**config.mk**
```make
export PLATFORM = sky130hd
export DESIGN_NAME = clocked_op_dispatcher
export DESIGN_NICKNAME = d
export VERILOG_FILES = /design/src/rtl/clocked_ops_pkg.sv /design/src/rtl/clocked_op_req_fifo.sv /design/src/rtl/clocked_op_dispatcher.sv
export SDC_FILE = /design/constraint.sdc
export NUM_CORES = 1
export LEC_CHECK = 0
export ABC_AREA = 0
export BUFFER_PORTS_ARGS = -buffer_cell sky130_fd_sc_hd__buf_2
export CAP_MARGIN = 20
export CORE_MARGIN = 5
export CORE_UTILIZATION = 27
export CTS_CLUSTER_DIAMETER = 60
export CTS_CLUSTER_SIZE = 8
export DETAILED_ROUTE_END_ITERATION = 10
export PLACE_DENSITY = 0.44
export SLEW_MARGIN = 20
export SYNTH_ARGS = -nofsm -noshare
export SYNTH_HDL_FRONTEND = slang
export SYNTH_HIERARCHICAL = 1
export SYNTH_SLANG_ARGS = --single-unit
```
**constraint.sdc**
```tcl
create_clock -name clk -period 5 [get_ports clk]
set_input_delay 0.5 -clock clk [delete_from_list [all_inputs] [get_ports clk]]
set_output_delay 0.5 -clock clk [all_outputs]
set_load 0.02 [all_outputs]
```
**src/rtl/clocked_ops_pkg.sv**
```systemverilog
// Shared definitions for the clocked-operations go/finished interface.
// Used by the dispatcher (initiator) and by any responder on the same interface.
package clocked_ops_pkg;

  localparam int unsigned OP_ID_W = 8;

  // Dispatcher FSM encoding
  typedef enum logic [1:0] {
    IDLE    = 2'd0,
    LAUNCH  = 2'd1,
    WAIT    = 2'd2,
    RESPOND = 2'd3
  } state_t;

  // Operation selectors understood by the responder
  localparam logic [OP_ID_W-1:0] OP_GCD  = 8'd0;
  localparam logic [OP_ID_W-1:0] OP_FACT = 8'd1;

endpackage

```
**src/rtl/clocked_op_req_fifo.sv**
```systemverilog
// Request FIFO for the dispatcher.
// Ports:
//   clk, reset          clock, asynchronous active-high reset
//   push, wr_data       write request (ignored when full)
//   pop                 read request (ignored when empty)
//   rd_data_c           head entry, combinational read
//   not_full, empty     registered status flags
//   count_nxt_c         occupancy after this cycle's push/pop
module clocked_op_req_fifo #(
  parameter int unsigned width = 8,
  parameter int unsigned depth = 4
) (
  input  logic                     clk,
  input  logic                     reset,
  input  logic                     push,
  input  logic [width-1:0]         wr_data,
  input  logic                     pop,
  output logic [width-1:0]         rd_data_c,
  output logic                     not_full,
  output logic                     empty,
  output logic [$clog2(depth):0]   count_nxt_c
);

  localparam int unsigned PTR_W = $clog2(depth);
  localparam int unsigned CNT_W = PTR_W + 1;

  logic [width-1:0] mem [depth];
  logic [PTR_W-1:0] wr_ptr;
  logic [PTR_W-1:0] rd_ptr;
  logic [CNT_W-1:0] count;
  logic             push_ok;
  logic             pop_ok;

  assign push_ok     = push && not_full;
  assign pop_ok      = pop && !empty;
  assign count_nxt_c = count + CNT_W'(push_ok) - CNT_W'(pop_ok);
  assign rd_data_c   = mem[rd_ptr];

  // Pointers wrap naturally since depth is a power of two
  always_ff @(posedge clk or posedge reset) begin
    if (reset) begin
      wr_ptr   <= '0;
      rd_ptr   <= '0;
      count    <= '0;
      not_full <= 1'b1;
      empty    <= 1'b1;
    end else begin
      if (push_ok) wr_ptr <= wr_ptr + PTR_W'(1);
      if (pop_ok)  rd_ptr <= rd_ptr + PTR_W'(1);
      count    <= count_nxt_c;
      not_full <= (count_nxt_c != CNT_W'(depth));
      empty    <= (count_nxt_c == '0);
    end
  end

  // Storage needs no reset; validity is tracked by count
  always_ff @(posedge clk) begin
    if (push_ok) mem[wr_ptr] <= wr_data;
  end

endmodule

```
**src/rtl/clocked_op_dispatcher.sv**
```systemverilog
// Initiator for the clocked-operations go/finished interface.
// Queues requests, launches one operation at a time, waits for a finished
// rising edge (or a timeout) and returns the result on a valid/ready port.
// Ports:
//   clk, reset                       clock, asynchronous active-high reset
//   req_valid/req_ready/req_*        request input (operation id + 3 operands)
//   go/operation_id/input_var_*      launch side towards the responder
//   results/finished                 completion side from the responder
//   rsp_valid/rsp_ready/rsp_*        response output
//   busy                             op in flight or requests queued
module clocked_op_dispatcher
  import clocked_ops_pkg::*;
#(
  parameter int unsigned register_width = 32,
  parameter int unsigned fifo_depth     = 4,
  parameter int unsigned timeout_cycles = 1024
) (
  input  logic                      clk,
  input  logic                      reset,
  input  logic                      req_valid,
  output logic                      req_ready,
  input  logic [7:0]                req_operation_id,
  input  logic [register_width-1:0] req_input_var_0,
  input  logic [register_width-1:0] req_input_var_1,
  input  logic [register_width-1:0] req_input_var_2,
  output logic                      go,
  output logic [7:0]                operation_id,
  output logic [register_width-1:0] input_var_0,
  output logic [register_width-1:0] input_var_1,
  output logic [register_width-1:0] input_var_2,
  input  logic [register_width-1:0] results,
  input  logic                      finished,
  output logic                      rsp_valid,
  input  logic                      rsp_ready,
  output logic [7:0]                rsp_operation_id,
  output logic [register_width-1:0] rsp_results,
  output logic                      rsp_timeout,
  output logic                      busy
);

  localparam int unsigned RW        = register_width;
  localparam int unsigned PAYLOAD_W = OP_ID_W + 3 * RW;
  localparam int unsigned CNT_W     = $clog2(fifo_depth) + 1;
  localparam int unsigned TMO_W     = $clog2(timeout_cycles);
  localparam logic [TMO_W-1:0] TMO_LAST = TMO_W'(timeout_cycles - 1);

  state_t               state, state_next;
  logic                 finished_q;
  logic                 fin_rise;
  logic [TMO_W-1:0]     tmo_q, tmo_d;
  logic                 go_d;
  logic [OP_ID_W-1:0]   op_id_d;
  logic [RW-1:0]        var0_d, var1_d, var2_d;
  logic                 rsp_valid_d;
  logic [OP_ID_W-1:0]   rsp_id_d;
  logic [RW-1:0]        rsp_res_d;
  logic                 rsp_to_d;
  logic                 busy_d;

  logic                 pop_c;
  logic                 fifo_not_full;
  logic                 fifo_empty;
  logic [PAYLOAD_W-1:0] fifo_head_c;
  logic [CNT_W-1:0]     fifo_count_nxt_c;

  assign req_ready = fifo_not_full;
  assign fin_rise  = finished && !finished_q;

  clocked_op_req_fifo #(
    .width (PAYLOAD_W),
    .depth (fifo_depth)
  ) u_req_fifo (
    .clk         (clk),
    .reset       (reset),
    .push        (req_valid && fifo_not_full),
    .wr_data     ({req_operation_id, req_input_var_2, req_input_var_1, req_input_var_0}),
    .pop         (pop_c),
    .rd_data_c   (fifo_head_c),
    .not_full    (fifo_not_full),
    .empty       (fifo_empty),
    .count_nxt_c (fifo_count_nxt_c)
  );

  // Next-state and next-register values; everything holds by default
  always_comb begin
    state_next  = state;
    pop_c       = 1'b0;
    go_d        = 1'b0;
    tmo_d       = tmo_q;
    op_id_d     = operation_id;
    var0_d      = input_var_0;
    var1_d      = input_var_1;
    var2_d      = input_var_2;
    rsp_valid_d = rsp_valid;
    rsp_id_d    = rsp_operation_id;
    rsp_res_d   = rsp_results;
    rsp_to_d    = rsp_timeout;

    case (state)
      IDLE: begin
        if (!fifo_empty) begin
          pop_c = 1'b1;
          {op_id_d, var2_d, var1_d, var0_d} = fifo_head_c;
          go_d       = 1'b1;
          state_next = LAUNCH;
        end
      end
      LAUNCH: begin
        tmo_d      = '0;
        state_next = WAIT;
      end
      WAIT: begin
        // A completion edge takes priority over a coincident timeout
        if (fin_rise) begin
          rsp_valid_d = 1'b1;
          rsp_id_d    = operation_id;
          rsp_res_d   = results;
          rsp_to_d    = 1'b0;
          state_next  = RESPOND;
        end else if (tmo_q == TMO_LAST) begin
          rsp_valid_d = 1'b1;
          rsp_id_d    = operation_id;
          rsp_res_d   = '0;
          rsp_to_d    = 1'b1;
          state_next  = RESPOND;
        end else begin
          tmo_d = tmo_q + TMO_W'(1);
        end
      end
      RESPOND: begin
        if (rsp_ready) begin
          rsp_valid_d = 1'b0;
          state_next  = IDLE;
        end
      end
      default: state_next = IDLE;
    endcase

    busy_d = (state_next != IDLE) || (fifo_count_nxt_c != '0);
  end

  // State and output registers
  always_ff @(posedge clk or posedge reset) begin
    if (reset) begin
      state            <= IDLE;
      finished_q       <= 1'b0;
      tmo_q            <= '0;
      go               <= 1'b0;
      operation_id     <= '0;
      input_var_0      <= '0;
      input_var_1      <= '0;
      input_var_2      <= '0;
      rsp_valid        <= 1'b0;
      rsp_operation_id <= '0;
      rsp_results      <= '0;
      rsp_timeout      <= 1'b0;
      busy             <= 1'b0;
    end else begin
      state            <= state_next;
      finished_q       <= finished;
      tmo_q            <= tmo_d;
      go               <= go_d;
      operation_id     <= op_id_d;
      input_var_0      <= var0_d;
      input_var_1      <= var1_d;
      input_var_2      <= var2_d;
      rsp_valid        <= rsp_valid_d;
      rsp_operation_id <= rsp_id_d;
      rsp_results      <= rsp_res_d;
      rsp_timeout      <= rsp_to_d;
      busy             <= busy_d;
    end
  end

endmodule

```
==> out/results.ini <==
[outcome]
status = completed

[worst_setup_path]
r2r-start = u_req_fifo/not_full
endpoint_kind = register
r2r_slack_ns = 2.01
worstRegToRegCells = 9
worst_setup_path_start_kind = register
critPathMaxStageDelay_ns = 0.58
cp_num_buf_inv = 2
cpMaxStageDelayCell = dfstp_2
cp_cell_sequence = and2_1 -> nand2_1 -> ha_1 -> inv_1 -> ha_1 -> inv_1 -> fa_1 -> xor3_1 -> or4_1
path_max_fanout = 7
required_ns = 5.49
worstSetupPathType = register to register
crit_family = simple AND/OR/NAND/NOR gates
regToRegEndpoint = busy
arrival_ns = 3.47

[pwr]
p_per_area_mw_per_mm2 = 653
power_leakage_uw = 0.00993
finalPower_uw = 17600
vdd_ir_drop_max_mv = 0.318

[die]
ios = 290
die-area_mm2 = 0.0857
chipHeight_um = 293
core_area_mm2 = 0.0791
initial_core_util_pct = 27.3
rows = 103
die_x_um = 293

[clocking]
ctsHoldBuffers = 2
clock_path_buffers = 3
path_clk_slew_ns = 0.05
h-tree-depth = 3
cts_sinks = 586
post_cts_buffers = 0
cts_root_buf = clkbuf_16
cts-buffers-inserted = 87
cts_tree = done
ctsResizeCount = 0
clock_latency_ns = 0.62

[worst_hold_path]
min_from = req_input_var_0[16]
hold_end = u_req_fifo/mem[0][16]
min_path_type = input port to register
hold_depth = 1

[job]
max_cap_violations = 0

[placed_design]
hpwlAfterDp_mm = 29.0
portBuffers = 289
gp_congestion = 0.739
post-place-ws_ns = 2.00
place_area_mm2 = 0.0244

[synthesis]
synthDistinctLibCells = 47
syn_nets = 1121
ys_warn_count = 6
ys.flop_type = edfxtp_1
synth_edf_count = 416
synthCells = 972
yosysSeqAreaShare_pct = 77.6
synth.cell_area_mm2 = 0.0216
synth_area_per_cell_um2 = 22.2
ys_seq_elements = 586
async_reset_ff_share_pct = 29.0

[routing]
drt_pass1_iterations = 4
drcViolationCount = 0
avgRoutedWirePerCell_um = 20.8
first_iter_violations = 466
via_count = 10700
routed_via_density = 4.37
wirelength_mm = 50.8
ant_nets = 0

[timing]
whs_ns = 0.0822
setup_viol_count_final = 0
skew_ns = 0.0286
fin_crit_sh_pct = 59.7
grt_setup_unrepaired = false
slew_violations = 0
period_minus_slack_ns = 2.99
fin_ws_ns = 2.01
worst_pin_slew_ns = 0.966
fin_tns_setup_ns = 0
hold_viol_final = 0
maxSlewHeadroom_pct = 35.6
max_freq_mhz = 335

[finish]
layout.nets = 1477
layout.area.seq_mm2 = 0.0168
final.fill_count = 7603
stdcell_area_mm2 = 0.0270
final_cell_mix = edfxtp_1 (416), buf_2 (289), dfrtp_1 (166), mux2_2 (106), mux4_2 (104)
multi_input_comb_area_mm2 = 0.00457
layout-drive-gt1-share_pct = 46.1
final_common_cell = edfxtp_1
area_growth_pct = 25.2

[global_route]
top_usage_layer = met2
gr-usage-met2_pct = 18.8
use_met1_pct = 15.1
grt_pass1_vias = 11800
antenna_found_initial = 15
overflow = 0
grt_max_degree = 108
track_usage_pct = 11.7
grt_first_pass_wirelength_mm = 76.6
use_met3_pct = 3.98

## cell families after synthesis
logic type | synth area share (%)
flip-flops | 77.6
multiplexers | 17.0
buffers and inverters | 1.46
XOR/XNOR | 0.272
AO/OA/AOI/OAI | 1.83
AND/OR/NAND/NOR | 1.37
adder cells (fa/ha/maj) | 0.498
## per-layer routing
layer  part of all wire, %  wire length [um]
met1                    43             21700
met2                    47             24000
met3                   7.1              3590
met4                   2.8              1410
met5                  0.29               148
## registers in the layout (all words and copies together), names as in the netlist
signal / count
finished_q: 1
u_req_fifo/empty: 1
rsp_operation_id: 8
u_req_fifo/wr_ptr: 2
operation_id: 8
rsp_valid: 1
u_req_fifo/mem: 416
u_req_fifo/rd_ptr: 2
go: 1
input_var_1: 32
state: 2
rsp_results: 32
rsp_timeout: 1
u_req_fifo/not_full: 1
u_req_fifo/count: 3
tmo_q: 10
busy: 1
input_var_0: 32
input_var_2: 32
## worst max-delay path by stage
stage                              from  endpoint  slack, ns  cells after the start
floorplan                         reset      busy       0.15                      1
global placement              req_valid      busy       2.12                     10
detailed placement  u_req_fifo/not_full      busy       2.00                      9
CTS                 u_req_fifo/not_full      busy       1.99                      9
global route        u_req_fifo/not_full      busy       1.84                      9
finish              u_req_fifo/not_full      busy       2.01                      9
## through the flow
| step | util [%] | instances |
|---|---|---|
| after global routing | 34.1 | 2445 |
| after floorplan | - | 972 |
| after detailed placement | 30.8 | 2287 |
| final | 34.2 | 2449 |
| after CTS | 34.1 | 2445 |
| after global placement | 30.8 | 2287 |
## synthesized netlist by cell type (5+ instances only)
cell type	number	area [um2]
a22o_1	32	280
dfrtp_1	168	4200
nand2_1	10	37.5
mux2_2	106	1190
buf_4	5	37.5
inv_1	9	33.8
mux4_2	104	2340
mux2_4	7	105
edfxtp_1	416	12500
clkbuf_1	7	26.3
nor2_1	8	30.0
nand2b_1	5	31.3
and3_1	6	37.5
buf_2	24	120
ha_1	7	87.6
## final cells by class
class,instances,area share [%]
Inverter,9,0.153
Sequential cell,586,62.0
Tap cell,1050,4.86
Clock inverter,11,0.634
Timing Repair Buffer,311,6.30
Antenna cell,4,0.0370
Clock buffer,145,9.13
Multi-Input combinational cell,333,16.9
## where the power goes
| part | switching (uW) | internal, uW |
|---|---|---|
| clock | 2140 | 3370 |
| combinational | 2680 | 2210 |
| sequential | 662 | 6590 |
Power figures use the tool's default switching activity.
